==> src/rtl/lcd_video_capture.sv <==
`default_nettype none
// ============================================================================
//  Module   : lcd_video_capture
//  Purpose  : Samples a DE-mode RGB565 LCD bus (pclk/de/rgb565) on the system
//             clock and recovers pixels with (x,y) coordinates. Measures line
//             length and frame height, flags timing errors and reports lock.
//  Revision : 1.0  initial release
// ============================================================================
module lcd_video_capture #(
  parameter int H_ACTIVE     = 480,
  parameter int V_ACTIVE     = 272,
  parameter int VBLANK_MIN   = 1024,
  parameter int PCLK_TIMEOUT = 4096
) (
  input  logic        clk,
  input  logic        rst_n,
  input  logic        pclk,
  input  logic        de,
  input  logic [15:0] rgb565,
  output logic        pix_valid,
  output logic [15:0] pix_data,
  output logic [9:0]  pix_x,
  output logic [8:0]  pix_y,
  output logic        sof,
  output logic        line_done,
  output logic [9:0]  line_len,
  output logic        frame_done,
  output logic [8:0]  frame_lines,
  output logic        err_width,
  output logic        err_height,
  output logic        locked
);

  localparam int BW = $clog2(VBLANK_MIN + 1);
  localparam int TW = $clog2(PCLK_TIMEOUT + 1);

  localparam logic [BW-1:0] c_vbmin   = BW'(VBLANK_MIN);
  localparam logic [TW-1:0] c_timeout = TW'(PCLK_TIMEOUT);
  localparam logic [9:0]    c_h       = 10'(H_ACTIVE);
  localparam logic [8:0]    c_v       = 9'(V_ACTIVE);
  localparam logic [9:0]    c_x_max   = 10'h3FF;
  localparam logic [8:0]    c_y_max   = 9'h1FF;

  localparam logic [1:0] c_st_search = 2'd0;
  localparam logic [1:0] c_st_vblank = 2'd1;
  localparam logic [1:0] c_st_active = 2'd2;
  localparam logic [1:0] c_st_hblank = 2'd3;

  // Synchronizers: pclk gets a third stage for edge detection
  logic [2:0]    pclk_s_q;
  logic [1:0]    de_s_q;
  logic [15:0]   rgb_s1_q, rgb_s2_q;

  logic [1:0]    state_q, state_d;
  logic [TW-1:0] to_q;
  logic [BW-1:0] blank_q, blank_d;
  logic [9:0]    x_q, x_d;
  logic [8:0]    line_q, line_d;
  logic          ferr_q, ferr_d;

  logic          pix_valid_q, pix_valid_d;
  logic [15:0]   pix_data_q, pix_data_d;
  logic [9:0]    pix_x_q, pix_x_d;
  logic [8:0]    pix_y_q, pix_y_d;
  logic          sof_q, sof_d;
  logic          line_done_q, line_done_d;
  logic [9:0]    line_len_q, line_len_d;
  logic          frame_done_q, frame_done_d;
  logic [8:0]    frame_lines_q, frame_lines_d;
  logic          err_width_q, err_width_d;
  logic          err_height_q, err_height_d;
  logic          locked_q, locked_d;

  logic          w_sample, w_edge, w_de, w_timeout, w_vb_hit;
  logic [BW-1:0] w_blank_inc;
  logic [9:0]    w_x_inc;
  logic [8:0]    w_line_inc;

  // Sample event is a falling edge of synchronized pclk; any edge feeds the watchdog
  assign w_sample    = ~pclk_s_q[1] & pclk_s_q[2];
  assign w_edge      = pclk_s_q[1] ^ pclk_s_q[2];
  assign w_de        = de_s_q[1];
  assign w_timeout   = (to_q == c_timeout);
  assign w_blank_inc = (blank_q == c_vbmin) ? blank_q : blank_q + BW'(1);
  assign w_vb_hit    = (w_blank_inc == c_vbmin);
  assign w_x_inc     = (x_q == c_x_max) ? x_q : x_q + 10'd1;
  assign w_line_inc  = (line_q == c_y_max) ? line_q : line_q + 9'd1;

  // Bring the asynchronous video bus into the clk domain
  always_ff @(posedge clk or negedge rst_n) begin
    if (!rst_n) begin
      pclk_s_q <= '0;
      de_s_q   <= '0;
      rgb_s1_q <= '0;
      rgb_s2_q <= '0;
    end else begin
      pclk_s_q <= {pclk_s_q[1:0], pclk};
      de_s_q   <= {de_s_q[0], de};
      rgb_s1_q <= rgb565;
      rgb_s2_q <= rgb_s1_q;
    end
  end

  // Watchdog: counts clk cycles since the last pclk edge, saturating at the limit
  always_ff @(posedge clk or negedge rst_n) begin
    if (!rst_n) begin
      to_q <= '0;
    end else if (w_edge) begin
      to_q <= '0;
    end else if (!w_timeout) begin
      to_q <= to_q + TW'(1);
    end
  end

  // FSM state register
  always_ff @(posedge clk or negedge rst_n) begin
    if (!rst_n) begin
      state_q <= c_st_search;
    end else begin
      state_q <= state_d;
    end
  end

  // FSM next-state logic; a stalled pclk always falls back to SEARCH
  always_comb begin
    state_d = state_q;
    if (w_timeout) begin
      state_d = c_st_search;
    end else if (w_sample) begin
      case (state_q)
        c_st_search: if (!w_de && w_vb_hit) state_d = c_st_vblank;
        c_st_vblank: if (w_de) state_d = c_st_active;
        c_st_active: if (!w_de) state_d = c_st_hblank;
        c_st_hblank: begin
          if (w_de)          state_d = c_st_active;
          else if (w_vb_hit) state_d = c_st_vblank;
        end
        default:             state_d = c_st_search;
      endcase
    end
  end

  // FSM output logic: strobes, coordinates, measurements and lock tracking
  always_comb begin
    blank_d       = blank_q;
    x_d           = x_q;
    line_d        = line_q;
    ferr_d        = ferr_q;
    pix_valid_d   = 1'b0;
    pix_data_d    = pix_data_q;
    pix_x_d       = pix_x_q;
    pix_y_d       = pix_y_q;
    sof_d         = sof_q;
    line_done_d   = 1'b0;
    line_len_d    = line_len_q;
    frame_done_d  = 1'b0;
    frame_lines_d = frame_lines_q;
    err_width_d   = 1'b0;
    err_height_d  = 1'b0;
    locked_d      = locked_q;
    if (w_timeout) begin
      blank_d  = '0;
      locked_d = 1'b0;
    end else if (w_sample) begin
      blank_d = w_de ? '0 : w_blank_inc;
      case (state_q)
        c_st_search: begin
          // Fresh frame bookkeeping once a genuine vblank is found
          if (!w_de && w_vb_hit) begin
            x_d    = '0;
            line_d = '0;
            ferr_d = 1'b0;
          end
        end
        c_st_vblank: begin
          if (w_de) begin
            pix_valid_d = 1'b1;
            pix_data_d  = rgb_s2_q;
            pix_x_d     = '0;
            pix_y_d     = '0;
            sof_d       = 1'b1;
            x_d         = 10'd1;
          end
        end
        c_st_active: begin
          if (w_de) begin
            pix_valid_d = 1'b1;
            pix_data_d  = rgb_s2_q;
            pix_x_d     = x_q;
            pix_y_d     = line_q;
            sof_d       = 1'b0;
            x_d         = w_x_inc;
          end else begin
            line_done_d = 1'b1;
            line_len_d  = x_q;
            line_d      = w_line_inc;
            if (x_q != c_h) begin
              err_width_d = 1'b1;
              locked_d    = 1'b0;
              ferr_d      = 1'b1;
            end
          end
        end
        default: begin
          if (w_de) begin
            pix_valid_d = 1'b1;
            pix_data_d  = rgb_s2_q;
            pix_x_d     = '0;
            pix_y_d     = line_q;
            sof_d       = 1'b0;
            x_d         = 10'd1;
          end else if (w_vb_hit) begin
            frame_done_d  = 1'b1;
            frame_lines_d = line_q;
            err_height_d  = (line_q != c_v);
            locked_d      = !ferr_q && (line_q == c_v);
            line_d        = '0;
            ferr_d        = 1'b0;
          end
        end
      endcase
    end
  end

  // Datapath and output registers
  always_ff @(posedge clk or negedge rst_n) begin
    if (!rst_n) begin
      blank_q       <= '0;
      x_q           <= '0;
      line_q        <= '0;
      ferr_q        <= 1'b0;
      pix_valid_q   <= 1'b0;
      pix_data_q    <= '0;
      pix_x_q       <= '0;
      pix_y_q       <= '0;
      sof_q         <= 1'b0;
      line_done_q   <= 1'b0;
      line_len_q    <= '0;
      frame_done_q  <= 1'b0;
      frame_lines_q <= '0;
      err_width_q   <= 1'b0;
      err_height_q  <= 1'b0;
      locked_q      <= 1'b0;
    end else begin
      blank_q       <= blank_d;
      x_q           <= x_d;
      line_q        <= line_d;
      ferr_q        <= ferr_d;
      pix_valid_q   <= pix_valid_d;
      pix_data_q    <= pix_data_d;
      pix_x_q       <= pix_x_d;
      pix_y_q       <= pix_y_d;
      sof_q         <= sof_d;
      line_done_q   <= line_done_d;
      line_len_q    <= line_len_d;
      frame_done_q  <= frame_done_d;
      frame_lines_q <= frame_lines_d;
      err_width_q   <= err_width_d;
      err_height_q  <= err_height_d;
      locked_q      <= locked_d;
    end
  end

  assign pix_valid   = pix_valid_q;
  assign pix_data    = pix_data_q;
  assign pix_x       = pix_x_q;
  assign pix_y       = pix_y_q;
  assign sof         = sof_q;
  assign line_done   = line_done_q;
  assign line_len    = line_len_q;
  assign frame_done  = frame_done_q;
  assign frame_lines = frame_lines_q;
  assign err_width   = err_width_q;
  assign err_height  = err_height_q;
  assign locked      = locked_q;

endmodule
`default_nettype wire
==> config.mk <==
export PLATFORM = sky130hd
export DESIGN_NAME = lcd_video_capture
export DESIGN_NICKNAME = d
export VERILOG_FILES = /design/src/rtl/lcd_video_capture.sv
export SDC_FILE = /design/constraint.sdc
export NUM_CORES = 1
export LEC_CHECK = 0
export ABC_AREA = 0
export CAP_MARGIN = 25
export CORE_UTILIZATION = 50
export CTS_CLUSTER_DIAMETER = 40
export CTS_CLUSTER_SIZE = 25
export DETAILED_ROUTE_END_ITERATION = 16
export GPL_ROUTABILITY_DRIVEN = 0
export PLACE_DENSITY = 0.71
export SYNTH_ARGS = -nofsm -noshare
export SYNTH_HDL_FRONTEND = slang
export SYNTH_SLANG_ARGS = --single-unit
==> constraint.sdc <==
create_clock -name clk -period 3.8 [get_ports clk]
set_input_delay 0.76 -clock clk [delete_from_list [all_inputs] [get_ports clk]]
set_output_delay 0.76 -clock clk [all_outputs]
set_load 0.02 [all_outputs]
==> results by group <==
Clock tree
  • Post-CTS sizing: 0
  • Clk sinks: 144
  • CTS tree: done
  • Setup Fix Bufs, Post-CTS: 0
  • Worst skew pair latency: 420 ps
  • Hold_buf cts: 0
  • Root buf cell: clkbuf_16
  • CTS Buf Count: 17
  • H-tree depth: 4
  • Register clock-pin slew on the reported worst setup and hold paths: 60 ps
  • Clock Tree Buf Depth: 2

Synth
  • Primary FF master, synth: dfrtp_1
  • Compound-cell area share of the yosys netlist: 0.108
  • Synth top area share: 0.592
  • Synth top area cells: dfrtp_1, nand2_1, o21ai_0
  • Synth Area in Simple Gates: 0.175
  • Post-Synth XOR/XNOR Area: 0.0201
  • Largest family of logic cells by synthesized area: simple AND/OR/NAND/NOR gates
  • Post-synthesis mux area share: 0.0522
  • Synth area leader: dfrtp_1
  • Number of synthesized register bits: 144
  • Syn nets: 587
  • Syn Area/Cell: 10.9 um2
  • Post-synthesis adder-cell area fraction: 0.0205
  • Yosys warnings: 0
  • Synth cell types: 55
  • Number of enable flip-flop cells after synthesis: 0
  • Cell Area, Synth: 6090 um2
  • Syn Inst Count: 557
  • FFs w/ async S/R, synth: 1.00
  • Sequential area share after synthesis: 0.592

Pwr
  • Total power: 3360 uW
  • Pleak: 0.00340 uW
  • P per Cell Area: 440 nW/um2
  • Worst VDD drop: 0.290 mV

Critical path
  • CP max-delay cell: or4_4
  • Crit path top cell by count: or4_4
  • Crit-path cells: or4_1, or4_4, mux2i_1, nand2_1, or4_4, mux2_4
  • CP Launch Type: register
  • Crit-path max cell delay: 630 ps
  • Crit path max fanout: 13
  • Setup CP Type: register to register
  • Worst Setup End Kind: register
  • Required @ worst endpoint: 4100 ps
  • Worst EP arrival: 3280 ps

Die
  • FP Rows: 39
  • # IOs: 81
  • Placeable Area: 11700 um2
  • Die area: 12600 um2
  • Die width: 112 um
  • Initial Util: 0.522
  • Die Y: 112 um

STA
  • Slew @ Worst Pin: 929 ps
  • Final Critical Period: 2980 ps
  • Clock skew: 9.65 ps
  • Setup tns final: 0 ps
  • Slew headroom: 0.375
  • RSZ-0062 raised after global routing: no
  • F_max: 335 MHz
  • Hold Worst Slack: 347 ps
  • Final Setup Violations: 0
  • Period utilisation layout: 0.785
  • Pins Over Slew Limit: 0
  • Hold violation count in the final report: 0

Global routing
  • GR Util All Layers: 0.223
  • Wire length of the first global-routing pass: 21600 um
  • Largest net degree at the start of global routing: 92
  • Global route overflow: 0
  • Vias in the first global route: 4411
  • Initial antenna violation count: 0

Final layout
  • Layout cell share with drive strength beyond 1: 0.113
  • Ant. Diodes: 0
  • Most common cell after layout, fill and taps aside: dfrtp_1
  • Final Util: 0.655
  • Fill cells: 914
  • Most frequent cells in the layout: dfrtp_1, nand2_1, clkdlybuf4s50_1
  • Nets: 664
  • Synth-to-layout area growth: 25.4%

Drt
  • Routed Antenna Nets: 0
  • Vias: 4467
  • Routed WL: 12800 um
  • DRT iter0 DRCs: 438
  • # DRC: 0
  • DR vias/cell: 5.65
  • TritonRoute pass-1 iters: 5
  • WL/cell: 16.2 um

Status
  • Status: finished, final reports clean

Placed design
  • Port Buffers: 80
  • Post-DP HPWL: 8530 um

Run
  • Max-cap violations: 0

Hold path
  • Min-delay worst type: register to register
-- cell type report --
class                   count  area [um2]  share of cell area
repair buffers             90         893               0.117
flip-flops and latches    144        3600               0.472
clock inverters            10         136              0.0179
multi-input cells         365        2310               0.302
inverters                  16        60.1             0.00786
clock buffers              22         454              0.0595
well taps                 143         179              0.0234
-- through the flow --
step | setup slack, ps | std cells | cell area, um2
5_1_grt | 644 | 790 | 7640
4_1_cts | 820 | 789 | 7620
3_3_place_gp | 892 | 757 | 7030
3_5_place_dp | 827 | 757 | 7030
2_1_floorplan | 971 | 557 | 6090
6_report | 817 | 790 | 7640
-- logic make-up (layout without fill, tap and decap cells) --
logic type,Yosys count,after routing
compound gates,98,98
xor+xnor,14,14
fa+ha+maj,10,10
buf+inv,48,138
flops,144,144
mux,26,26
simple gates,217,217
-- final timing paths --
| path | from | endpoint | slack (ps) | depth (start not counted) |
|---|---|---|---|---|
| max reg2reg | blank_q[2]$_DFFE_PN0P_ | frame_lines[2]$_DFFE_PN0P_ | 820 | 6 |
| min in group asynchronous | rst_n | frame_lines[4]$_DFFE_PN0P_ | 410 | 1 |
| min | rgb_s1_q[10]$_DFF_PN0_ | rgb_s2_q[10]$_DFF_PN0_ | 350 | 0 |
| min reg2reg | rgb_s1_q[10]$_DFF_PN0_ | rgb_s2_q[10]$_DFF_PN0_ | 350 | 0 |
| max | blank_q[2]$_DFFE_PN0P_ | frame_lines[2]$_DFFE_PN0P_ | 820 | 6 |
| max in group asynchronous | rst_n | to_q[0]$_DFFE_PN0P_ | 2600 | 2 |
-- synthesized netlist by cell type (3+ instances only) --
library cell and count:
nand2b_1 11, o21ai_0 35, a31o_2 7, nor4_1 3, buf_2 3, ha_1 10, nor2b_1 5, or3_1 3
mux2i_1 7, nor4b_1 3, a21oi_1 7, a211oi_1 3, nand3_1 24, clkbuf_1 27, inv_1 15, dfrtp_1 144
o22ai_1 4, a31oi_1 9, mux2_2 10, mux2_4 9, o31ai_1 10, nand2_1 103, xnor2_1 12, nor2_1 15
and2_1 16, nand4_1 6, and3_1 7, or4_4 3, nor3_1 8, a32o_1 10
-- flip-flops by register name (all words and copies together) (netlist names) --
| register | count |
|---|---|
| err_width | 1 |
| pclk_s_q | 3 |
| to_q | 13 |
| state_q | 2 |
| line_len | 10 |
| err_height | 1 |
| pix_data | 16 |
| de_s_q | 2 |
| locked | 1 |
| sof | 1 |
| pix_x | 10 |
| x_q | 10 |
| blank_q | 11 |
| frame_done | 1 |
| line_q | 9 |
| ferr_q | 1 |
| pix_valid | 1 |
| rgb_s2_q | 16 |
| rgb_s1_q | 16 |
| frame_lines | 9 |
| line_done | 1 |
| pix_y | 9 |
-- per-layer routing --
metal	GRT usage	vias to the layer above	routed length (um)
met4	0.0729	0	89
li1	-	2102	-
met5	0	-	0
met2	0.359	129	6250
met1	0.293	2228	5860
met3	0.0637	8	614
-- worst max-delay path: cells and delay by family (launching register included) --
family,cells,cell delay (ps)
multiplexers,2,580
flip-flops,1,490
AND/OR/NAND/NOR,4,1800
-- report_power, final --
part / switching [uW] / internal (uW)
clock: 607 / 1050
combinational: 76.4 / 47.3
sequential: 18.4 / 1560
(Power assumes the default switching activity.)
==> variant, RTL diff (same flow settings) <==
Set the parameter `VBLANK_MIN` to 256 (it was 1024).
--- a/src/rtl/lcd_video_capture.sv
+++ b/src/rtl/lcd_video_capture.sv
@@ -11,3 +11,3 @@
   parameter int V_ACTIVE     = 272,
-  parameter int VBLANK_MIN   = 1024,
+  parameter int VBLANK_MIN   = 256,
   parameter int PCLK_TIMEOUT = 4096
Check against the original RTL: same outputs for any inputs over 10 cycles, from zero or initial values and one cycle with rst_n low; that may be too few to reach the edited logic, so the function may still have changed.
==> variant against the unedited design <==
  * Design area shrank 0.15%
  * Total power shrank 6.2%
  * Worst setup slack gained 0.13 ns
  * Area after synthesis grew 1.5%
  * Critical endpoint is now frame_lines[1]
  * Final cell count shrank 0.25%
  * Count of clock-buffer cells in the layout shrank 4
  * Sequential cell count shrank 2
  * Non-clock buffer count shrank 1
  * Largest cell class unchanged
  * Wire length shrank 0.59%
==> variant: results (changes against the unedited design) <==
<table>
<tr><th>Metric</th><th>Value</th></tr>
<tr><th colspan="2">Worst setup path</th></tr>
<tr><td>End of the worst register-to-register path</td><td>frame_lines[1]</td></tr>
<tr><td>Critical path's largest stage delay</td><td>0.58 ns (-0.05 ns)</td></tr>
<tr><td>R2r setup slk</td><td>0.95 ns (+0.13 ns)</td></tr>
<tr><td>CP Launch Point</td><td>blank_q[0]</td></tr>
<tr><td>Standard cell with the maximum stage delay on the critical path</td><td>sky130_fd_sc_hd__nor4b_4</td></tr>
<tr><td>CP Max Fanout</td><td>9 (-4)</td></tr>
<tr><th colspan="2">Final layout</th></tr>
<tr><td>Layout cell share with drive strength beyond 1</td><td>14.4% (+3.1 points)</td></tr>
<tr><td>Register fraction of the total cell area</td><td>46.6% (-0.59 points)</td></tr>
<tr><td>Multi-input combinational area share</td><td>31.5% (+1.3 points)</td></tr>
<tr><td>Clock Network Area Fraction</td><td>6.71% (-1.0 points)</td></tr>
<tr><td>Multi-input combinational cell count</td><td>362 (-0.82%)</td></tr>
<tr><td># fillers</td><td>958 (+4.8%)</td></tr>
<tr><td>Clock buffer cells</td><td>18 (-18%)</td></tr>
<tr><th colspan="2">Run status</th></tr>
<tr><td>Outcome</td><td>finished clean</td></tr>
<tr><th colspan="2">Power</th></tr>
<tr><td>Maximum vdd ir drop</td><td>314 µV (+8.1%)</td></tr>
<tr><td>Leakage Power</td><td>3.29 nW (-3.1%)</td></tr>
<tr><th colspan="2">Logic synthesis</th></tr>
<tr><td>Adder and majority cell fraction of the synthesized area</td><td>2.02% (-0.030 points)</td></tr>
<tr><td>Portion of netlist area occupied by mux cells</td><td>7.85% (+2.6 points)</td></tr>
<tr><td>Number of register bits inferred by synthesis</td><td>142 (-1.4%)</td></tr>
<tr><td>Top cells by area in the synthesized netlist</td><td>sky130_fd_sc_hd__dfrtp_1 (57%), sky130_fd_sc_hd__mux2_2 (6.6%), sky130_fd_sc_hd__nand2_1 (3.7%)</td></tr>
<tr><td>Area share of xor/xnor cells in the synthesized design</td><td>1.56% (-0.45 points)</td></tr>
<tr><td>Synthesized instance count</td><td>556 (-0.18%)</td></tr>
<tr><th colspan="2">STA</th></tr>
<tr><td>Worst rel slew slack</td><td>44.4% (+6.9 points)</td></tr>
<tr><td>Layout Skew</td><td>0.00765 ns (-0.00200 ns)</td></tr>
<tr><td>Final hold slack</td><td>0.298 ns (-0.0484 ns)</td></tr>
<tr><th colspan="2">Global route</th></tr>
<tr><td>Global-route wire length before repair</td><td>21,700 µm (+0.48%)</td></tr>
<tr><td>Overall routing resource usage</td><td>21.8% (-0.55 points)</td></tr>
<tr><th colspan="2">Placed design</th></tr>
<tr><td>Post-Place Cells</td><td>758 (+0.13%)</td></tr>
</table>
==> variant: metal layers <==
layer | vias up | global-route usage, % | wire [µm]
met2 | 133 | 34.6 | 6050
met3 | 14 | 4.82 | 605
met4 | 0 | 8.25 | 163
met5 | - | 0 | 0
li1 | 2114 | - | -
met1 | 2259 | 29.4 | 5920
==> variant: where the power goes <==
part | switching (mW) | internal (mW)
sequential | 0.0219 | 1.54
combinational | 0.0896 | 0.0586
clock | 0.605 | 0.833
==> variant: through the flow <==
step	worst slack [ns]	total power [mW]	cell area, µm²
6_report	0.947	3.15	7620
3_5_place_dp	0.974	1.74	7090
4_1_cts	0.949	3.17	7600
2_1_floorplan	1.21	1.66	6180
5_1_grt	0.647	3.26	7620
3_3_place_gp	1.09	1.73	7090
==> variant: critical path: cells and delay by family, from the launching register on <==
family	cells	cell delay [ns]
AND/OR/NAND/NOR	4	1.54
flip-flops	1	0.48
multiplexers	1	0.40
adder cells (fa/ha/maj)	1	0.30
